[config.mk]
export PLATFORM = sky130hd
export DESIGN_NAME = rom_rr_arbiter
export DESIGN_NICKNAME = d
export VERILOG_FILES = /design/src/rtl/rom_rr_arbiter.sv
export SDC_FILE = /design/constraint.sdc
export NUM_CORES = 1
export LEC_CHECK = 0
export BUFFER_PORTS_ARGS = -buffer_cell sky130_fd_sc_hd__buf_4
export CAP_MARGIN = 20
export CORE_UTILIZATION = 55
export DETAILED_ROUTE_END_ITERATION = 12
export GPL_TIMING_DRIVEN = 0
export PLACE_DENSITY = 0.85
export SETUP_SLACK_MARGIN = 0.1
export SLEW_MARGIN = 20
export SYNTH_ARGS = -nofsm -noshare
export SYNTH_HDL_FRONTEND = slang
export SYNTH_SLANG_ARGS = --single-unit
[constraint.sdc]
create_clock -name clk -period 11.05 [get_ports clk]
set_clock_uncertainty 0.2 [all_clocks]
set_input_delay 2.21 -clock clk [delete_from_list [all_inputs] [get_ports clk]]
set_output_delay 2.21 -clock clk [all_outputs]
set_load 0.05 [all_outputs]
[src/rtl/rom_rr_arbiter.sv]
// Round-robin arbiter that lets NREQ requesters share one fixed-latency ROM.
// Grants are combinational. Responses come back ROM_LAT+1 cycles after the handshake, in acceptance order.
module rom_rr_arbiter #(
    parameter int NREQ    = 4,
    parameter int ADDR_W  = 7,
    parameter int DATA_W  = 8,
    parameter int ROM_LAT = 1
) (
    input  logic                     clk,
    input  logic                     rst_n,
    input  logic [NREQ-1:0]          req_valid,
    input  logic [NREQ*ADDR_W-1:0]   req_addr,
    output logic [NREQ-1:0]          req_ready,
    output logic [ADDR_W-1:0]        rom_address,
    input  logic [DATA_W-1:0]        rom_data,
    output logic [NREQ-1:0]          resp_valid,
    output logic [DATA_W-1:0]        resp_data,
    output logic                     busy
);

    localparam int PW    = $clog2(NREQ);
    localparam int DEPTH = ROM_LAT + 1;

    logic [PW-1:0]              rr_ptr_q, rr_ptr_d;
    logic [ADDR_W-1:0]          rom_address_q, rom_address_d;
    logic [DEPTH-1:0]           pipe_vld_q, pipe_vld_d;
    logic [DEPTH-1:0][PW-1:0]   pipe_id_q, pipe_id_d;
    logic [NREQ-1:0]            resp_valid_q, resp_valid_d;
    logic [DATA_W-1:0]          resp_data_q, resp_data_d;

    logic [NREQ-1:0]            grant;
    logic [PW-1:0]              grant_idx;
    logic [PW-1:0]              scan_idx;
    logic [ADDR_W-1:0]          sel_addr;
    logic                       hs;

    // The scan starts at rr_ptr and wraps. The first valid requester found is granted.
    always_comb begin
        grant     = '0;
        grant_idx = '0;
        scan_idx  = '0;
        for (int k = 0; k < NREQ; k++) begin
            scan_idx = PW'((int'(rr_ptr_q) + k) % NREQ);
            if (grant == '0 && req_valid[scan_idx]) begin
                grant[scan_idx] = 1'b1;
                grant_idx       = scan_idx;
            end
        end
    end

    always_comb begin
        sel_addr = '0;
        for (int i = 0; i < NREQ; i++) begin
            if (grant[i]) sel_addr = req_addr[i*ADDR_W +: ADDR_W];
        end
    end

    assign req_ready = rst_n ? grant : '0;
    assign hs        = rst_n & (|grant);

    always_comb begin
        rr_ptr_d      = rr_ptr_q;
        rom_address_d = rom_address_q;
        if (hs) begin
            rr_ptr_d      = (grant_idx == PW'(NREQ - 1)) ? '0 : grant_idx + PW'(1);
            rom_address_d = sel_addr;
        end
        pipe_vld_d = {pipe_vld_q[DEPTH-2:0], hs};
        pipe_id_d  = {pipe_id_q[DEPTH-2:0], grant_idx};
        // Stage ROM_LAT lines up with rom_data for the address issued ROM_LAT edges earlier.
        resp_valid_d = '0;
        resp_data_d  = resp_data_q;
        if (pipe_vld_q[ROM_LAT]) begin
            resp_valid_d = NREQ'(1) << pipe_id_q[ROM_LAT];
            resp_data_d  = rom_data;
        end
    end

    always_ff @(posedge clk or negedge rst_n) begin
        if (!rst_n) begin
            rr_ptr_q      <= '0;
            rom_address_q <= '0;
            pipe_vld_q    <= '0;
            pipe_id_q     <= '0;
            resp_valid_q  <= '0;
            resp_data_q   <= '0;
        end else begin
            rr_ptr_q      <= rr_ptr_d;
            rom_address_q <= rom_address_d;
            pipe_vld_q    <= pipe_vld_d;
            pipe_id_q     <= pipe_id_d;
            resp_valid_q  <= resp_valid_d;
            resp_data_q   <= resp_data_d;
        end
    end

    assign rom_address = rom_address_q;
    assign resp_valid  = resp_valid_q;
    assign resp_data   = resp_data_q;
    assign busy        = |pipe_vld_q;

endmodule

[Yosys cells after proc, flatten, opt, wreduce, memory -nomap -nowiden]
Cells that the tools add are included.
Word-level totals
  register bits after elaboration: 27
Operators by class
  shifts and indexed selects: 1
  reductions and logical operators: 12
  magnitude comparators: 8
  add/sub/neg operators: 4
  bitwise gates (word level): 4
  equality and inequality tests: 1
  multiplexer cells: 31
Operators with widths (count)
  $mux 7: 4
  $mux 4: 6
  $logic_not 4->1: 3
  $lt 2x3->1 const B: 4
  $or 4x4->4: 3
  $mux 2: 5
  $bmux 1 s2: 4
  $demux 1 s2: 4
  $ge 2x1->1 const B: 4
  $mux 1: 8
  $logic_and 1x1->1: 7
  $add 2x1->2 const B: 2
  $add 2x2->2 const B: 2
  $reduce_or 4->1: 1
  $shl 1x2->4 const A: 1
  $eq 2x2->1 const B: 1
  $reduce_or 2->1: 1
  $and 1x1->1: 1

[Logic depth before layout (Yosys ltp)]
  depth after elaboration: 18
  gate-level depth with buffers: 16
  depth with buffers taken out: 12

[Least setup slack after synthesis]
OpenSTA, ideal clock, no wires.
  path kind: input to output
  from: input port req_valid[3]
  to: output port req_ready[1]
  arrival time: 4.654 ns
  required time: 8.640 ns
  setup slack: 3.986 ns
  stages on the path: 10
  cell sequence: mux4_2 > buf_6 > and2_4 > a21oi_4 > o21ai_2 > buf_2 > buf_6 > nor2_1 > nand2_1 > a21oi_1
Between the ends
  cells in the longest elaborated chain, start to end: 13
RTL lines
  from (decl): line 11  | input logic [NREQ-1:0] req_valid,
  $bmux 1 s2: line 44  | if (grant == '0 && req_valid[scan_idx]) begin
  $mux 1 (implied by the code): line 44
  $mux 4: line 44
  $logic_not 4->1: line 44
  $logic_and 1x1->1: line 44
  $mux 4: line 44
  $logic_not 4->1: line 44
  $logic_and 1x1->1: line 44
  $mux 4: line 44
  $logic_not 4->1: line 44
  $logic_and 1x1->1: line 44
  $mux 4 (*): line 44
  $mux 4 (*): line 58  | assign req_ready = rst_n ? grant : '0;
  to (decl): line 13  | output logic [NREQ-1:0] req_ready,
Mark *: on every way between the ends. The rest lies on a longest branch, timed or not. The select of a mux whose other input is x is not followed.

[Final worst setup path]
Same ends and word-level chain as after synthesis.

==> run summary <==
========================================================================================================
Most common library cells after synthesis                                                   sky130_fd_sc_hd__dfrtp_1, sky130_fd_sc_hd__inv_1, sky130_fd_sc_hd__o21ai_0
Final critical delay including setup and external delays                                         7.00 ns
Final-layout fill cell count                                                                         262
Via count                                                                                           1919
Crit share post-route                                                                              0.634
H-Tree Level Count                                                                                     1
Post-CTS clock slew at the launch and capture registers of the worst setup and hold paths        0.09 ns
Path type of the worst setup path                                                              in -> out
Critical Path End Type                                                                        output pin
Data arrival time of the worst path                                                              4.59 ns
CTS tree                                                                                           built
Total of flip-flops plus latches after synthesis                                                      27
Number of pins with negative max-slew slack in the final report                                        0
Number of sinks driven by the clock tree                                                              27
Antenna violations before repair                                                                       0
Fraction of registers with async set/reset                                                          1.00
Unrepaired setup endpoints after global routing                                                    false
Number of inserted diodes                                                                              0
Most frequent cell after synthesis                                                          sky130_fd_sc_hd__dfrtp_1
Average detailed-routed wire length per instance                                                 16.3 um
Hold Path Class                                                                               reg -> reg
Largest fanout of any net on the critical path                                                        10
First-pass GRT wire length                                                                       8370 um
Cts-stage hold buffer count                                                                            0
Hold Path Origin                                                                            pipe_id_d[3]
Total gr overflow                                                                                      0
Maximum achievable frequency                                                                     143 MHz
Transition time at the pin with the least slew margin                                           0.725 ns
Outcome                                                                                        completed
TNS Setup                                                                                           0 ns
Instance count of the mapped netlist                                                                 201
Synth top area cells                                                                        sky130_fd_sc_hd__dfrtp_1, sky130_fd_sc_hd__mux2_2, sky130_fd_sc_hd__a2111oi_0
Share of Yosys cell area claimed by the top area cell type                                         0.326
Number of nets in the layout                                                                         322
Detail-routed via count per cell                                                                    6.07
Multi-input logic area                                                                       0.00123 mm2
Final weighted congestion of routability-driven global placement                                   0.939
Input/output buffers                                                                                  65
Distinct cell type count after synthesis                                                              56
# DRC                                                                                                  0
Fraction of final layout cells with drive strength greater than 1                                  0.407
Die span in y                                                                                    63.4 um
Detailed placer's ending HPWL                                                                    3940 um
Average footprint of a synthesized cell                                                         10.3 um2
Remaining max-slew budget at the tightest pin                                                      0.504
Post-CTS setup buffer count                                                                            0
Setup violation total in the final timing report                                                       0
Core ar.                                                                                     0.00347 mm2
Adder-Cell Fraction of Synth Area                                                                 0.0543
Post-route antenna net violation count                                                                 0
Sequential cell area fraction in the yosys report                                                  0.326
Top Ports                                                                                             66
Worst reg2reg path depth                                                                              15
Number of design-rule violations left by the first detailed-router iteration                         126
Largest net degree at the start of global routing                                                     36
Overall fraction of global-route tracks in use                                                     0.263
Synthesized-area fraction occupied by xor and xnor cells                                               0
Effective utilization at floorplan                                                                 0.598
Required time of the critical path                                                               8.64 ns
Number of hold violations in the final report                                                          0
Worst r2r dst                                                                                rr_ptr_q[1]
Chip width                                                                                       63.4 um
Kind of start point of the critical path                                                    primary input
Post-synthesis mux area share                                                                      0.121
Number of synthesized flops with an enable pin                                                         0
Overall die area                                                                             0.00402 mm2
Number of buffers created by CTS                                                                       3
Fin util                                                                                           0.769
Top_reg_cell synth                                                                          sky130_fd_sc_hd__dfrtp_1
Area growth from synthesis to layout                                                               28.7%
Area fraction in compound gates after synthesis                                                    0.326
Quantity of gates resized following cts                                                                0
Endpoint with the worst hold slack                                                          pipe_id_q[3]
Reg-to-Reg Start                                                                             rr_ptr_q[0]
Combined area of all synthesized cells                                                       0.00207 mm2
Sequential cell area                                                                             676 um2
Nets in the synthesized netlist                                                                      252
First-pass iteration count of the detailed router                                                      4
Master cell of the clock root buffer                                                        sky130_fd_sc_hd__clkbuf_8
Buffers from clock root to sink, at most                                                               2
Warning count from the yosys run                                                                       0
Max cap viols                                                                                          0
Worst-skew pair later-pin latency                                                                0.27 ns
Number of cells on the worst hold path                                                                 0
Area fraction in and, or, nand and nor cells after synthesis                                      0.0929
Number of global-route vias before repair                                                           1763
Leading area contributor after synthesis                                                    sky130_fd_sc_hd__dfrtp_1
Worst reg-to-reg setup slack                                                                     6.84 ns
Cell row count                                                                                        21
Detailed-route wire length                                                                       5140 um
Dominant combinational cell family by area after synthesis                                  compound AO/OA/AOI/OAI gates
========================================================================================================
==> per-stage QoR <==
stage | area, um2 | std cells | worst slack [ns] | hold WS, ns
2_1_floorplan | 2070 | 201 | 3.99 | 0.131
3_3_place_gp | 2620 | 312 | 4.14 | 0.136
3_5_place_dp | 2620 | 312 | 4.09 | 0.140
4_1_cts | 2670 | 316 | 4.08 | 0.161
5_1_grt | 2670 | 316 | 3.91 | 0.189
6_report | 2670 | 316 | 4.05 | 0.156
==> flip-flops by register name (all words and copies together), names as in the netlist <==
register and count:
pipe_id_q 2, pipe_id_d 2, resp_data 8, resp_valid 4, pipe_vld_q 2, rom_address 7
rr_ptr_q 2
==> final cells by class <==
type	instances	area share
Clock buffer	3	0.0155
Multi-Input combinational cell	142	0.462
Inverter	21	0.0295
Buffer	11	0.0323
Sequential cell	27	0.253
Tap cell	46	0.0216
Timing Repair Buffer	65	0.183
Clock inverter	1	0.00328
==> cells in the final DEF (no fill, tap or decap), drive strengths merged, types with 8 or more instances in the layout <==
cell and count:
ha 9, inv 22, mux2 13, a2111oi 15, nor2 8, o21a 9, o21ai 16, dfrtp 27
nand2 8, buf 74
==> how the worst max path moves through the flow <==
stage	startpoint	to	slack [ns]
final	req_valid[3]	req_ready[1]	4.05
after global routing	req_valid[3]	req_ready[1]	3.91
after CTS	req_valid[3]	req_ready[1]	4.08
after detailed placement	req_valid[3]	req_ready[1]	4.09
after global placement	req_valid[3]	req_ready[1]	4.14
after floorplan	req_valid[3]	req_ready[1]	3.99
==> worst max-delay path, cell delays in order <==
cell and delay (ns):
sky130_fd_sc_hd__buf_4 0.13, sky130_fd_sc_hd__mux4_2 0.50, sky130_fd_sc_hd__buf_6 0.17, sky130_fd_sc_hd__and2_4 0.17, sky130_fd_sc_hd__a21oi_4 0.24, sky130_fd_sc_hd__o21ai_2 0.16
sky130_fd_sc_hd__buf_2 0.21, sky130_fd_sc_hd__buf_6 0.16, sky130_fd_sc_hd__nor2_1 0.18, sky130_fd_sc_hd__nand2_1 0.08, sky130_fd_sc_hd__a21oi_1 0.17, sky130_fd_sc_hd__buf_4 0.23
==> logic make-up (layout without fill, tap and decap cells) <==
family | count (synthesis) | in the layout
AOI/OAI and AO/OA | 79 | 79
adders and majority gates | 9 | 9
buffers and inverters | 32 | 101
DFF | 27 | 27
muxes | 19 | 19
and+or+nand+nor | 35 | 35
==> routing by layer <==
metal	GRT usage	vias up	share of wire	wire length (um)
met5	0	-	0	0
met4	0.0597	0	0.012	60
met3	0.0254	7	0.061	315
met2	0.444	76	0.49	2520
met1	0.363	926	0.44	2240
li1	-	910	-	-
Power is not shown: default switching activity piles up to over one toggle a cycle in this logic, so the estimate is an artifact.
